**config.mk**
```make
export PLATFORM = sky130hd
export DESIGN_NAME = gesture_frame_ctrl
export DESIGN_NICKNAME = d
export VERILOG_FILES = /design/src/rtl/gesture_pkg.sv /design/src/rtl/gesture_seq_div.sv /design/src/rtl/gesture_frame_ctrl.sv
export SDC_FILE = /design/constraint.sdc
export NUM_CORES = 1
export LEC_CHECK = 0
export CAP_MARGIN = 20
export CORE_MARGIN = 5
export CORE_UTILIZATION = 45
export CTS_BUF_LIST = sky130_fd_sc_hd__clkbuf_2
export DETAILED_ROUTE_END_ITERATION = 8
export HOLD_SLACK_MARGIN = 0.1
export PLACE_DENSITY = 0.71
export SETUP_SLACK_MARGIN = 0.3
export SYNTH_ARGS = -nofsm -noshare
export SYNTH_HDL_FRONTEND = slang
export SYNTH_SLANG_ARGS = --single-unit
```
**constraint.sdc**
```tcl
create_clock -name clk -period 10.1 [get_ports clk]
set_input_delay 1.01 -clock clk [delete_from_list [all_inputs] [get_ports clk]]
set_output_delay 1.01 -clock clk [all_outputs]
set_load 0.005 [all_outputs]
```
**src/rtl/gesture_pkg.sv**
```systemverilog
// Shared types and defaults for the gesture frame sequencer.
package gesture_pkg;
  localparam int H_ACT_DEF = 600;
  localparam int V_ACT_DEF = 500;
  localparam int DIV_W_DEF = 20;

  // res_flags bit positions: {geom_err, div0, empty}
  localparam int FLAG_EMPTY = 0;
  localparam int FLAG_DIV0  = 1;
  localparam int FLAG_GEOM  = 2;

  typedef enum logic [2:0] {IDLE, FRAME, CAPTURE, MUL, DIV, HOLD} state_e;
endpackage

```
**src/rtl/gesture_seq_div.sv**
```systemverilog
// Restoring divider, one quotient bit per cycle, fixed DIV_W-cycle latency.
// The quotient register is the result; it holds until the next start.
// A zero divisor naturally yields an all-ones quotient. DIV_W >= 2.
module gesture_seq_div import gesture_pkg::*; #(
  parameter int DIV_W = DIV_W_DEF
) (
  input  logic             clk,
  input  logic             rst_n,
  input  logic             start,
  input  logic [DIV_W-1:0] dividend,
  input  logic [DIV_W-1:0] divisor,
  output logic [DIV_W-1:0] quotient,
  output logic             div0,
  output logic             last
);
  localparam int CW = $clog2(DIV_W);

  logic [DIV_W-1:0] rem, quo, dvs;
  logic [CW-1:0]    cnt;
  logic             running;
  logic [DIV_W:0]   shifted, diff;
  logic             take;

  // Remainder stays below a nonzero divisor, so the sign of the trial
  // subtraction decides each quotient bit.
  assign shifted = {rem, quo[DIV_W-1]};
  assign diff    = shifted - {1'b0, dvs};
  assign take    = ~diff[DIV_W] | ~|dvs;
  assign last    = running && (cnt == CW'(DIV_W - 1));
  assign quotient = quo;

  // Load operands on start, then shift/subtract one bit per cycle.
  always_ff @(posedge clk or negedge rst_n) begin
    if (!rst_n) begin
      rem     <= '0;
      quo     <= '0;
      dvs     <= '0;
      cnt     <= '0;
      running <= 1'b0;
      div0    <= 1'b0;
    end else if (start) begin
      rem     <= '0;
      quo     <= dividend;
      dvs     <= divisor;
      cnt     <= '0;
      running <= 1'b1;
      div0    <= ~|divisor;
    end else if (running) begin
      rem <= take ? diff[DIV_W-1:0] : shifted[DIV_W-1:0];
      quo <= {quo[DIV_W-2:0], take};
      cnt <= cnt + CW'(1);
      if (last) running <= 1'b0;
    end
  end
endmodule

```
**src/rtl/gesture_frame_ctrl.sv**
```systemverilog
// Frame sequencer: detector clear, geometry check, box area and
// fingertip ratio, one valid/ready result per processed frame.
module gesture_frame_ctrl import gesture_pkg::*; #(
  parameter int H_ACT = H_ACT_DEF,
  parameter int V_ACT = V_ACT_DEF,
  parameter int DIV_W = DIV_W_DEF
) (
  input  logic             clk,
  input  logic             rst_n,
  input  logic             per_frame_vsync,
  input  logic             per_frame_hsync,
  input  logic             per_frame_clken,
  output logic             det_clear,
  input  logic [11:0]      box_x_min,
  input  logic [11:0]      box_x_max,
  input  logic [11:0]      box_y_min,
  input  logic [11:0]      box_y_max,
  input  logic [DIV_W-1:0] box_length,
  output logic             res_valid,
  input  logic             res_ready,
  output logic [DIV_W-1:0] res_area,
  output logic [DIV_W-1:0] res_ratio,
  output logic [2:0]       res_flags,
  output logic             busy,
  output logic [7:0]       overrun_cnt
);
  state_e           state;
  logic             vsync_q, hsync_q, rise, fall, line_inc;
  logic [15:0]      pix_cnt, line_cnt, line_nxt;
  logic             geom_err, empty_q;
  logic [11:0]      x_min_q, x_max_q, y_min_q, y_max_q;
  logic [DIV_W-1:0] len_q, area_nxt;
  logic [11:0]      dx, dy;
  logic [23:0]      prod;
  logic [DIV_W+23:0] prod_w;
  logic             div_last, div0;

  assign rise     = per_frame_vsync & ~vsync_q;
  assign fall     = ~per_frame_vsync & vsync_q;
  assign line_inc = ~per_frame_hsync & hsync_q & (pix_cnt != 16'd0);
  assign line_nxt = line_cnt + {15'd0, line_inc};
  assign busy     = (state != IDLE);

  // Differences wrap for an empty box; the result is forced to zero then.
  assign dx     = x_max_q - x_min_q;
  assign dy     = y_max_q - y_min_q;
  assign prod   = 24'(dx) * 24'(dy);
  assign prod_w = {{DIV_W{1'b0}}, prod};
  assign area_nxt = empty_q                       ? '0 :
                    (|prod_w[DIV_W+23:DIV_W])     ? '1 :
                                                    prod_w[DIV_W-1:0];

  gesture_seq_div #(.DIV_W(DIV_W)) u_div (
    .clk      (clk),
    .rst_n    (rst_n),
    .start    (state == MUL),
    .dividend (area_nxt),
    .divisor  (len_q),
    .quotient (res_ratio),
    .div0     (div0),
    .last     (div_last)
  );

  // Sync edge history.
  always_ff @(posedge clk or negedge rst_n) begin
    if (!rst_n) begin
      vsync_q <= 1'b0;
      hsync_q <= 1'b0;
    end else begin
      vsync_q <= per_frame_vsync;
      hsync_q <= per_frame_hsync;
    end
  end

  // Frame FSM with geometry counters and result registers.
  always_ff @(posedge clk or negedge rst_n) begin
    if (!rst_n) begin
      state       <= IDLE;
      det_clear   <= 1'b0;
      pix_cnt     <= '0;
      line_cnt    <= '0;
      geom_err    <= 1'b0;
      empty_q     <= 1'b0;
      x_min_q     <= '0;
      x_max_q     <= '0;
      y_min_q     <= '0;
      y_max_q     <= '0;
      len_q       <= '0;
      res_valid   <= 1'b0;
      res_area    <= '0;
      res_flags   <= '0;
      overrun_cnt <= '0;
    end else begin
      det_clear <= 1'b0;
      // A frame start while busy is dropped and counted.
      if (rise && state != IDLE && overrun_cnt != 8'hFF)
        overrun_cnt <= overrun_cnt + 8'd1;
      case (state)
        IDLE: if (rise) begin
          det_clear <= 1'b1;
          pix_cnt   <= '0;
          line_cnt  <= '0;
          geom_err  <= 1'b0;
          state     <= FRAME;
        end
        FRAME: begin
          if (line_inc) begin
            line_cnt <= line_nxt;
            pix_cnt  <= '0;
            if (pix_cnt != 16'(H_ACT)) geom_err <= 1'b1;
          end else if (per_frame_clken) begin
            pix_cnt <= pix_cnt + 16'd1;
          end
          // line_nxt covers a line that ends on the same edge as the frame.
          if (fall) begin
            if (line_nxt != 16'(V_ACT)) geom_err <= 1'b1;
            state <= CAPTURE;
          end
        end
        CAPTURE: begin
          x_min_q <= box_x_min;
          x_max_q <= box_x_max;
          y_min_q <= box_y_min;
          y_max_q <= box_y_max;
          len_q   <= box_length;
          empty_q <= (box_x_max < box_x_min) | (box_y_max < box_y_min);
          state   <= MUL;
        end
        MUL: begin
          res_area <= area_nxt;
          state    <= DIV;
        end
        DIV: if (div_last) begin
          res_flags[FLAG_GEOM]  <= geom_err;
          res_flags[FLAG_DIV0]  <= div0;
          res_flags[FLAG_EMPTY] <= empty_q;
          res_valid <= 1'b1;
          state     <= HOLD;
        end
        HOLD: if (res_ready) begin
          res_valid <= 1'b0;
          state     <= IDLE;
        end
        default: state <= IDLE;
      endcase
    end
  end
endmodule

```
# Word level (Yosys, flattened, before mapping)
# Index checks and enable logic that the tools add are counted.
dict set report word_totals {
  regBits 207
  inputBits 74
  output_inout_bits 54
  elab_cells 112
}
dict set report classes {
  add_sub_neg 7
  n_mul 1
  magnitude_cmp 2
  eq_ne 15
  muxes 34
  n_bitwise 10
  n_reduce_logical 20
}
# operator n
set op_table {}
lappend op_table {{$mux W20} 7}
lappend op_table {{$mux W16} 4}
lappend op_table {{$pmux W16 S2} 2}
lappend op_table {{$reduce_or A20 Y1} 2}
lappend op_table {{$lt A12 B12 Y1} 2}
lappend op_table {{$mul A12 B12 Y24} 1}
lappend op_table {{$sub A12 B12 Y12} 2}
lappend op_table {{$sub A21 B20 Y21} 1}
lappend op_table {{$pmux W3 S6} 1}
lappend op_table {{$add A16 B1 Y16} 1}
lappend op_table {{$add A16 B1 Y16 const B} 1}
lappend op_table {{$ne A16 B10 Y1 const B} 1}
lappend op_table {{$ne A16 B9 Y1 const B} 1}
lappend op_table {{$reduce_bool A16 Y1} 1}
lappend op_table {{$mux W1} 12}
lappend op_table {{$mux W3} 4}
lappend op_table {{$mux W5} 2}
lappend op_table {{$ne A2 B2 Y1 const B} 5}
lappend op_table {{$reduce_and A3 Y1} 3}
lappend op_table {{$add A8 B1 Y8 const B} 1}
lappend op_table {{$ne A8 B8 Y1 const B} 1}
lappend op_table {{$eq A3 B2 Y1 const B} 2}
lappend op_table {{$eq A3 B3 Y1 const B} 2}
lappend op_table {{$reduce_bool A2 Y1} 3}
lappend op_table {{other kinds (15)} 27}

# Depth between registers and ports, before layout
# Gate-level depths: netlist of run 1.
dict set report depth {
  depth_word 8
  mapped_depth 34
  depth_no_buf 33
}

# Hierarchy
# Synthesis of run 1 repeated with hierarchy kept, for this count alone.
dict set report hier_totals {
  cells_unflattened 1937
  area_unflattened_um2 16738.6
}
# module instances cells_per_inst area_each_um2 seq_area_each_um2
set by_module_without_submodules {}
lappend by_module_without_submodules {gesture_frame_ctrl 1 1487 12603.3 3503.4}
lappend by_module_without_submodules {gesture_seq_div 1 450 4135.2 1676.6}

# Worst setup path after synthesis of run 1
# Ideal clock, no wire load.
dict set report synth_path {
  path_kind {register to register}
  startpoint {register y_max_q[0]}
  endpoint {register u_div.quo[0] (netlist: u_div.quotient[0])}
  setup_time_ns 0.142
  arrival_ns 7.311
  t_required_ns 9.958
  path_slack_ns 2.647
  stages_incl_launch_ff 35
  path_buffers 2
  synth_period_minus_slack_ns 7.453
  path_cell_list {dfrtp_1 > inv_1 > ha_1 > inv_1 > fa_1 > nand2_1 > nand2_1 > a21oi_1 > o21bai_1 > a21oi_1 > o21bai_1 > a21o_1 > a211oi_1 > clkbuf_1 > nor2_1 > fa_1 > inv_1 > fa_1 > inv_1 > fa_1 > fa_1 > inv_1 > fa_1 > inv_1 > ha_1 > and3_1 > and2_0 > o311ai_1 > o211ai_1 > a21oi_2 > o21ai_1 > xnor2_1 > o2111a_2 > buf_6 > o221ai_2}
}
dict set report synth_via {
  elab_chain_len 6
}
# item line_no
set synth_lines {}
lappend synth_lines {{from (decl)} gesture_frame_ctrl.sv:31} ;# logic [11:0] x_min_q, x_max_q, y_min_q, y_max_q;
lappend synth_lines {{from (signal assigned)} gesture_frame_ctrl.sv:124} ;# y_max_q <= box_y_max;
lappend synth_lines {{$sub A12 B12 Y12 *} gesture_frame_ctrl.sv:46} ;# assign dy = y_max_q - y_min_q;
lappend synth_lines {{$mul A12 B12 Y24 *} gesture_frame_ctrl.sv:47} ;# assign prod = 24'(dx) * 24'(dy);
lappend synth_lines {{$reduce_or A4 Y1} gesture_frame_ctrl.sv:50} ;# (|prod_w[DIV_W+23:DIV_W]) ? '1 :
lappend synth_lines {{$mux W20 *} gesture_frame_ctrl.sv:50}
lappend synth_lines {{$mux W20 *} gesture_frame_ctrl.sv:49} ;# assign area_nxt = empty_q ? '0 :
lappend synth_lines {{$mux W20 *} gesture_seq_div.sv:41} ;# end else if (start) begin
lappend synth_lines {{to (signal assigned)} gesture_seq_div.sv:43} ;# quo <= dividend;
lappend synth_lines {{to (signal assigned)} gesture_seq_div.sv:50} ;# quo <= {quo[DIV_W-2:0], take};
lappend synth_lines {{to (decl)} gesture_seq_div.sv:18} ;# logic [DIV_W-1:0] rem, quo, dvs;
# Every way passes the cells marked *; elsewhere a longest branch is shown, timed or not.
# A chain may end at the register's enable or synchronous reset.

# Worst setup path after layout of run 1
dict set report layout_path {
  startpoint {register y_max_q[0]}
  endpoint {register res_area[4]}
}
dict set report layout_via {
  elab_chain_len 5
}
# item line_no
set layout_lines {}
lappend layout_lines {{$sub A12 B12 Y12 *} gesture_frame_ctrl.sv:46}
lappend layout_lines {{$mul A12 B12 Y24 *} gesture_frame_ctrl.sv:47}
lappend layout_lines {{$reduce_or A4 Y1} gesture_frame_ctrl.sv:50}
lappend layout_lines {{$mux W20 *} gesture_frame_ctrl.sv:50}
lappend layout_lines {{$mux W20 *} gesture_frame_ctrl.sv:49}
lappend layout_lines {{to (signal assigned)} gesture_frame_ctrl.sv:130} ;# res_area <= area_nxt;
lappend layout_lines {{to (decl)} gesture_frame_ctrl.sv:21} ;# output logic [DIV_W-1:0] res_area,
# Marks and branches as above.

==> results.md, run 1 <==
- Status: completed
- Max-cap viol count: 0
- Worst Setup Start Kind: flop
- Relative slew slack: 29.5%
- Slowest CP cell: o2111a_2
- Die width: 201 um
- Final setup vio count: 0
- Post-DP HPWL: 29400 um
- Final Skew: 34.8 ps
- Tcrit/Tclk final: 86.3%
- Clk sinks: 207
- Top cells by area, synth: dfrtp_1 32%, fa_1 13%, ha_1 10%, inv_1 5.4%, nand2_1 4.2%
- I/O pins: 128
- TritonCTS Buffers: 56
- Router iterations before antenna repair: 8
- Syn Area/Cell: 9.11 sq um
- TNS Setup: 0 ps
- Crit-path max FO: 40
- CTS resizes: 0
- Synthesized net count: 2104
- Final-report hold violation count: 0
- CP Class: reg -> reg
- Clock Pin Slew Worst Setup and Hold Paths: 90 ps
- Sequential share of the synthesized area: 31.7%
- WL met3: 1880 um
- Commonest non-fill, non-tap cell in the layout: inv_1
- Core area: 35700 sq um
- First-pass GRT wire length: 66300 um
- Die Height: 201 um
- Drc violations: 0
- Hold WC Path Type: reg -> reg
- DR vias/cell: 5.38
- Top FF cell, synth: dfrtp_1
- Clock Latency Late Sink: 900 ps
- Largest net degree at the start of global routing: 79
- Area leader, netlist: dfrtp_1
- Area Growth Syn to Fin: 13.7%
- Met2 WL: 19100 um
- Congestion Overflow GR: 0
- Synthesized cell area: 16400 sq um
- Clock root buffer: clkbuf_2
- Final GP Congestion: 0.868
- CTS tree: done
- Total vias in the final route: 13100
- Avg WL per Cell: 15.9 um
- Post-CTS Hold Fix Bufs: 1
- Met1 wire length: 16600 um
- I/O Buffers: 127
- Data required time of the worst path: 10830 ps
- GRT Resource Usage Total: 19.3%
- Antenna violations before repair: 2
- FMAX: 0.115 GHz
- Vias in the first global route: 13600
- # rows: 69
- Crit path capture type: flop
- YS warnings: 0
- Top sig layer: met5
- CP arrival: 9450 ps
- R2r setup slk: 1380 ps
- CTS Buffer Depth: 3
- Layout net count: 2240
- Number of flops mapped to enable cells by yosys: 0
- Die area: 40300 sq um
- DRT antenna net count: 0
- Worst-Margin Slew: 1050 ps
- Post CTS Setup Buffer Count: 0
- Post-layout min period: 8720 ps
- Post-Syn Instances: 1795
- Most frequent cells in the layout: 234 x inv_1, 206 x dfrtp_1, 185 x nand2_1, 140 x nor2_1, 137 x o21ai_0
- Final wirelength: 38700 um
- Number of DRC markers in iteration 0: 785
- Initial Utilization: 45.8%
- Crit path largest cell delay: 840 ps
- H-tree depth: 2
- Fin. max-slew vios: 0
- Share of synthesized flip-flops with an asynchronous set or reset: 100%
- Top cell type's share of synthesized area: 31.7%
- Synthesized flop and latch total: 207
- Post-synth cell types: 72
- RSZ-0062 raised after global routing: no
- Layout cells sized above 1: 10.6%
routing by layer:
layer  vias up  GRT usage, %
li1       6333             -
met1      6370          24.3
met2       293          33.6
met3        82          3.75
met4         2          6.44
met5         -             0
sequential cells by signal, indices dropped and copies added (netlist names), 3 cells and up:
| name | flops |
|---|---|
| u_div.quotient | 20 |
| x_min_q | 12 |
| y_max_q | 12 |
| res_flags | 3 |
| pix_cnt | 16 |
| u_div.rem | 20 |
| u_div.cnt | 5 |
| line_cnt | 16 |
| x_max_q | 12 |
| res_area | 20 |
| state | 3 |
| y_min_q | 12 |
| u_div.dvs | 20 |
| overrun_cnt | 8 |
| len_q | 20 |
per-stage QoR:
| stage | instance area [sq um] | hold slack (ps) | setup slack, ps | utilization, % | instances |
|---|---|---|---|---|---|
| final | 18600 | 497 | 1380 | 52.0 | 2432 |
| after global routing | 18600 | 522 | 746 | 52.0 | 2432 |
| after CTS | 18600 | 485 | 1410 | 51.9 | 2429 |
| after detailed placement | 18000 | 471 | 1450 | 50.5 | 2331 |
| after global placement | 18000 | 478 | 1680 | 50.5 | 2330 |
| after floorplan | 16400 | 443 | 2650 | - | 1795 |
critical path: cells and delay by family, from the launching register on:
kind	cells	cell delay, ps
fa+ha+maj	8	3530
compound gates	11	2780
flops	1	380
simple gates	6	780
xor+xnor	1	760
buf+inv	6	320
cells in the mapped netlist (26+ instances only):
library cell,instances
dfrtp_1,207
nand2b_1,36
xnor2_1,40
mux2_2,61
nor2_1,142
clkbuf_1,53
nand2_1,185
ha_1,132
inv_1,234
o21ai_0,137
fa_1,103
o21ai_1,26
a21oi_1,83
xor2_1,28
final timing paths:
kind / cells after the start / startpoint / end
min in group asynchronous: 2 / rst_n / pix_cnt[5]$_DFFE_PN0P_
setup reg to reg: 32 / y_max_q[0]$_DFFE_PN0P_ / res_area[4]$_DFFE_PN0P_
max in group asynchronous: 5 / rst_n / u_div.running$_DFF_PN0_
hold / removal: 2 / u_div.div0$_DFFE_PN0P_ / u_div.div0$_DFFE_PN0P_
hold reg to reg: 2 / u_div.div0$_DFFE_PN0P_ / u_div.div0$_DFFE_PN0P_
setup / recovery: 32 / y_max_q[0]$_DFFE_PN0P_ / res_area[4]$_DFFE_PN0P_
cell families (layout without fill, tap and decap cells):
kind of cell / count (synthesis) / after routing / share of synthesized area [%]
compound gates: 381 / 381 / 14.4
xor+xnor: 68 / 68 / 3.64
fa+ha+maj: 235 / 235 / 22.7
buf+inv: 299 / 474 / 7.10
flops: 207 / 207 / 31.7
mux: 85 / 85 / 5.67
other cells: 0 / 1 / 0
simple gates: 520 / 520 / 14.8
cell type report:
cell class / count / area (sq um)
diodes: 1 / 2.50
clock buffers: 84 / 420
clock inverters: 13 / 82.6
fillers: 3309 / 17200
inverters: 234 / 878
multi-input cells: 1289 / 10000
flip-flops and latches: 207 / 5180
well taps: 461 / 577
repair buffers: 143 / 1420
Power of run 1 is left out: the tool's default activity adds up to more than one toggle a clock period on the data nets, which glitch-free logic cannot reach.
==> inputs of run 2 (changes only) <==
SETUP_SLACK_MARGIN = not set   (was 0.3)
SKIP_LAST_GASP = 1   (was not set)
==> results of run 2 <==
The final DEF is identical to that of run 1; final timing and power are the same.
Power of run 2 is left out for the same reason.
==> inputs of run 3 (changes only) <==
TNS_END_PERCENT = 20   (was not set)
==> results of run 3 <==
The final DEF is identical to that of run 1; final timing and power are the same.
Power of run 3 is left out for the same reason.
==> patch (config.mk and constraints of run 1) <==
The 6 states of `state_e` get a one-hot encoding in 6 bits.
--- a/src/rtl/gesture_pkg.sv
+++ b/src/rtl/gesture_pkg.sv
@@ -11,3 +11,3 @@
 
-  typedef enum logic [2:0] {IDLE, FRAME, CAPTURE, MUL, DIV, HOLD} state_e;
+  typedef enum logic [5:0] {IDLE = 6'b000001, FRAME = 6'b000010, CAPTURE = 6'b000100, MUL = 6'b001000, DIV = 6'b010000, HOLD = 6'b100000} state_e;
 endpackage
Function: no difference found for any inputs over 4 cycles, from zero or initial values and one cycle with rst_n low; so few cycles prove little.
==> patch against run 1 <==
First-iteration DRC count up 25%; sequential cell count is 3 higher; cell area fell by 0.65%; highest routed layer is now met4; worst setup slack worse by 40 ps; count of clock-buffer cells in the layout is 5 higher; synthesized cell count rose by 4.2%; fmax is 0.46% lower; area after synthesis down 0.59%; routed wire length is 1.9% higher.
Power is not shown: default switching activity piles up to over one toggle a cycle in this logic, so the estimate is an artifact.
==> patch: results (changes against run 1) <==
Worst Skew - 48.8 ps (+14.0 ps)
slew of the pin with the lowest slew margin - 1200 ps (+146 ps)
worst skew pair latency - 880 ps (-20 ps)
flop-to-flop setup slack - 1340 ps (-40 ps)
XOR/XNOR Fraction of Synth Area - 0.0463 (+0.00991)
CP max FO - 20 (-50%)
DR pass1 iterations - 7 (-1)
Post-Place Cells - 2405 (+3.2%)
fin cells - 2508 (+3.1%)
Worst Hold Class - primary input to asynchronous set/reset pin
TritonCTS buffer count - 55 (-1.8%)
via/cell ratio - 5.32 (-1.2%)
sequential area share after synthesis - 0.323 (+0.00657)
r2r endpoint - u_div.quotient[19]$_DFFE_PN0P_
post-synthesis adder-cell area fraction - 0.228 (+0.00135)
most frequent cells after synthesis - nand2_1 (345), inv_1 (221), dfrtp_1 (209), o21ai_0 (148), nor2_1 (142)
Syn Inst Count - 1871 (+4.2%)
syn nets - 2180 (+3.6%)
Starting DRT DRC Count - 984 (+25%)
mux contribution to synthesized area - 0.0182 (-0.0385)
drt wl/cell - 15.7 µm (-1.2%)
global-route wire length before repair - 66.8 mm (+0.71%)
vias in the first global route - 13700 (+1.1%)
final setup fails - 0 (unchanged)
clock-pin slew on the worst setup and hold paths - 130 ps (+40 ps)
outcome - finished, final reports clean
Synth area leaders - dfrtp_1 (32%), fa_1 (13%), ha_1 (10%), nand2_1 (8.0%), inv_1 (5.1%)
Largest stage delay, worst path - 780 ps (-60 ps)
GPL Wtd Cong - 0.903 (+4.0%)
largest net degree at the start of global routing - 82 (+3.8%)
patch: area by class of cell:
type | instances | area [µm²]
fillers | 3349 | 17200
multi-input cells | 1374 | 9900
repair buffers | 140 | 1380
well taps | 461 | 577
clock inverters | 11 | 72.6
clock buffers | 89 | 445
flip-flops and latches | 210 | 5260
diodes | 1 | 2.50
inverters | 222 | 833
patch: cell families (layout without fill, tap and decap cells):
kind of cell / after synthesis / after routing
simple gates: 674 / 674
fa+ha+maj: 235 / 235
buf+inv: 287 / 462
xor+xnor: 86 / 86
flops: 210 / 210
compound gates: 350 / 350
mux: 29 / 29
other cells: 0 / 1
patch: worst reg2reg max path, delay by kind of cell, from the launching register on:
kind	cells	cell delay (ps)
buf+inv	7	550
compound gates	11	2080
xor+xnor	2	940
flops	1	370
simple gates	5	1100
fa+ha+maj	8	3620
patch: per-layer routing:
| metal | wire (µm) | vias to the layer above | track usage |
|---|---|---|---|
| met3 | 2310 | 77 | 0.0376 |
| met2 | 17700 | 407 | 0.318 |
| met5 | 0 | - | 0 |
| li1 | - | 6474 | - |
| met1 | 18300 | 6373 | 0.280 |
| met4 | 1110 | 0 | 0.0692 |
patch: stage by stage:
stage               area [µm²]  setup WS (ps)  hold slack (ps)
floorplan                16300           2610              445
global placement         17900           1700              463
detailed placement       17900           1450              468
CTS                      18400           1380              121
global route             18500            784              170
finish                   18500           1340              192
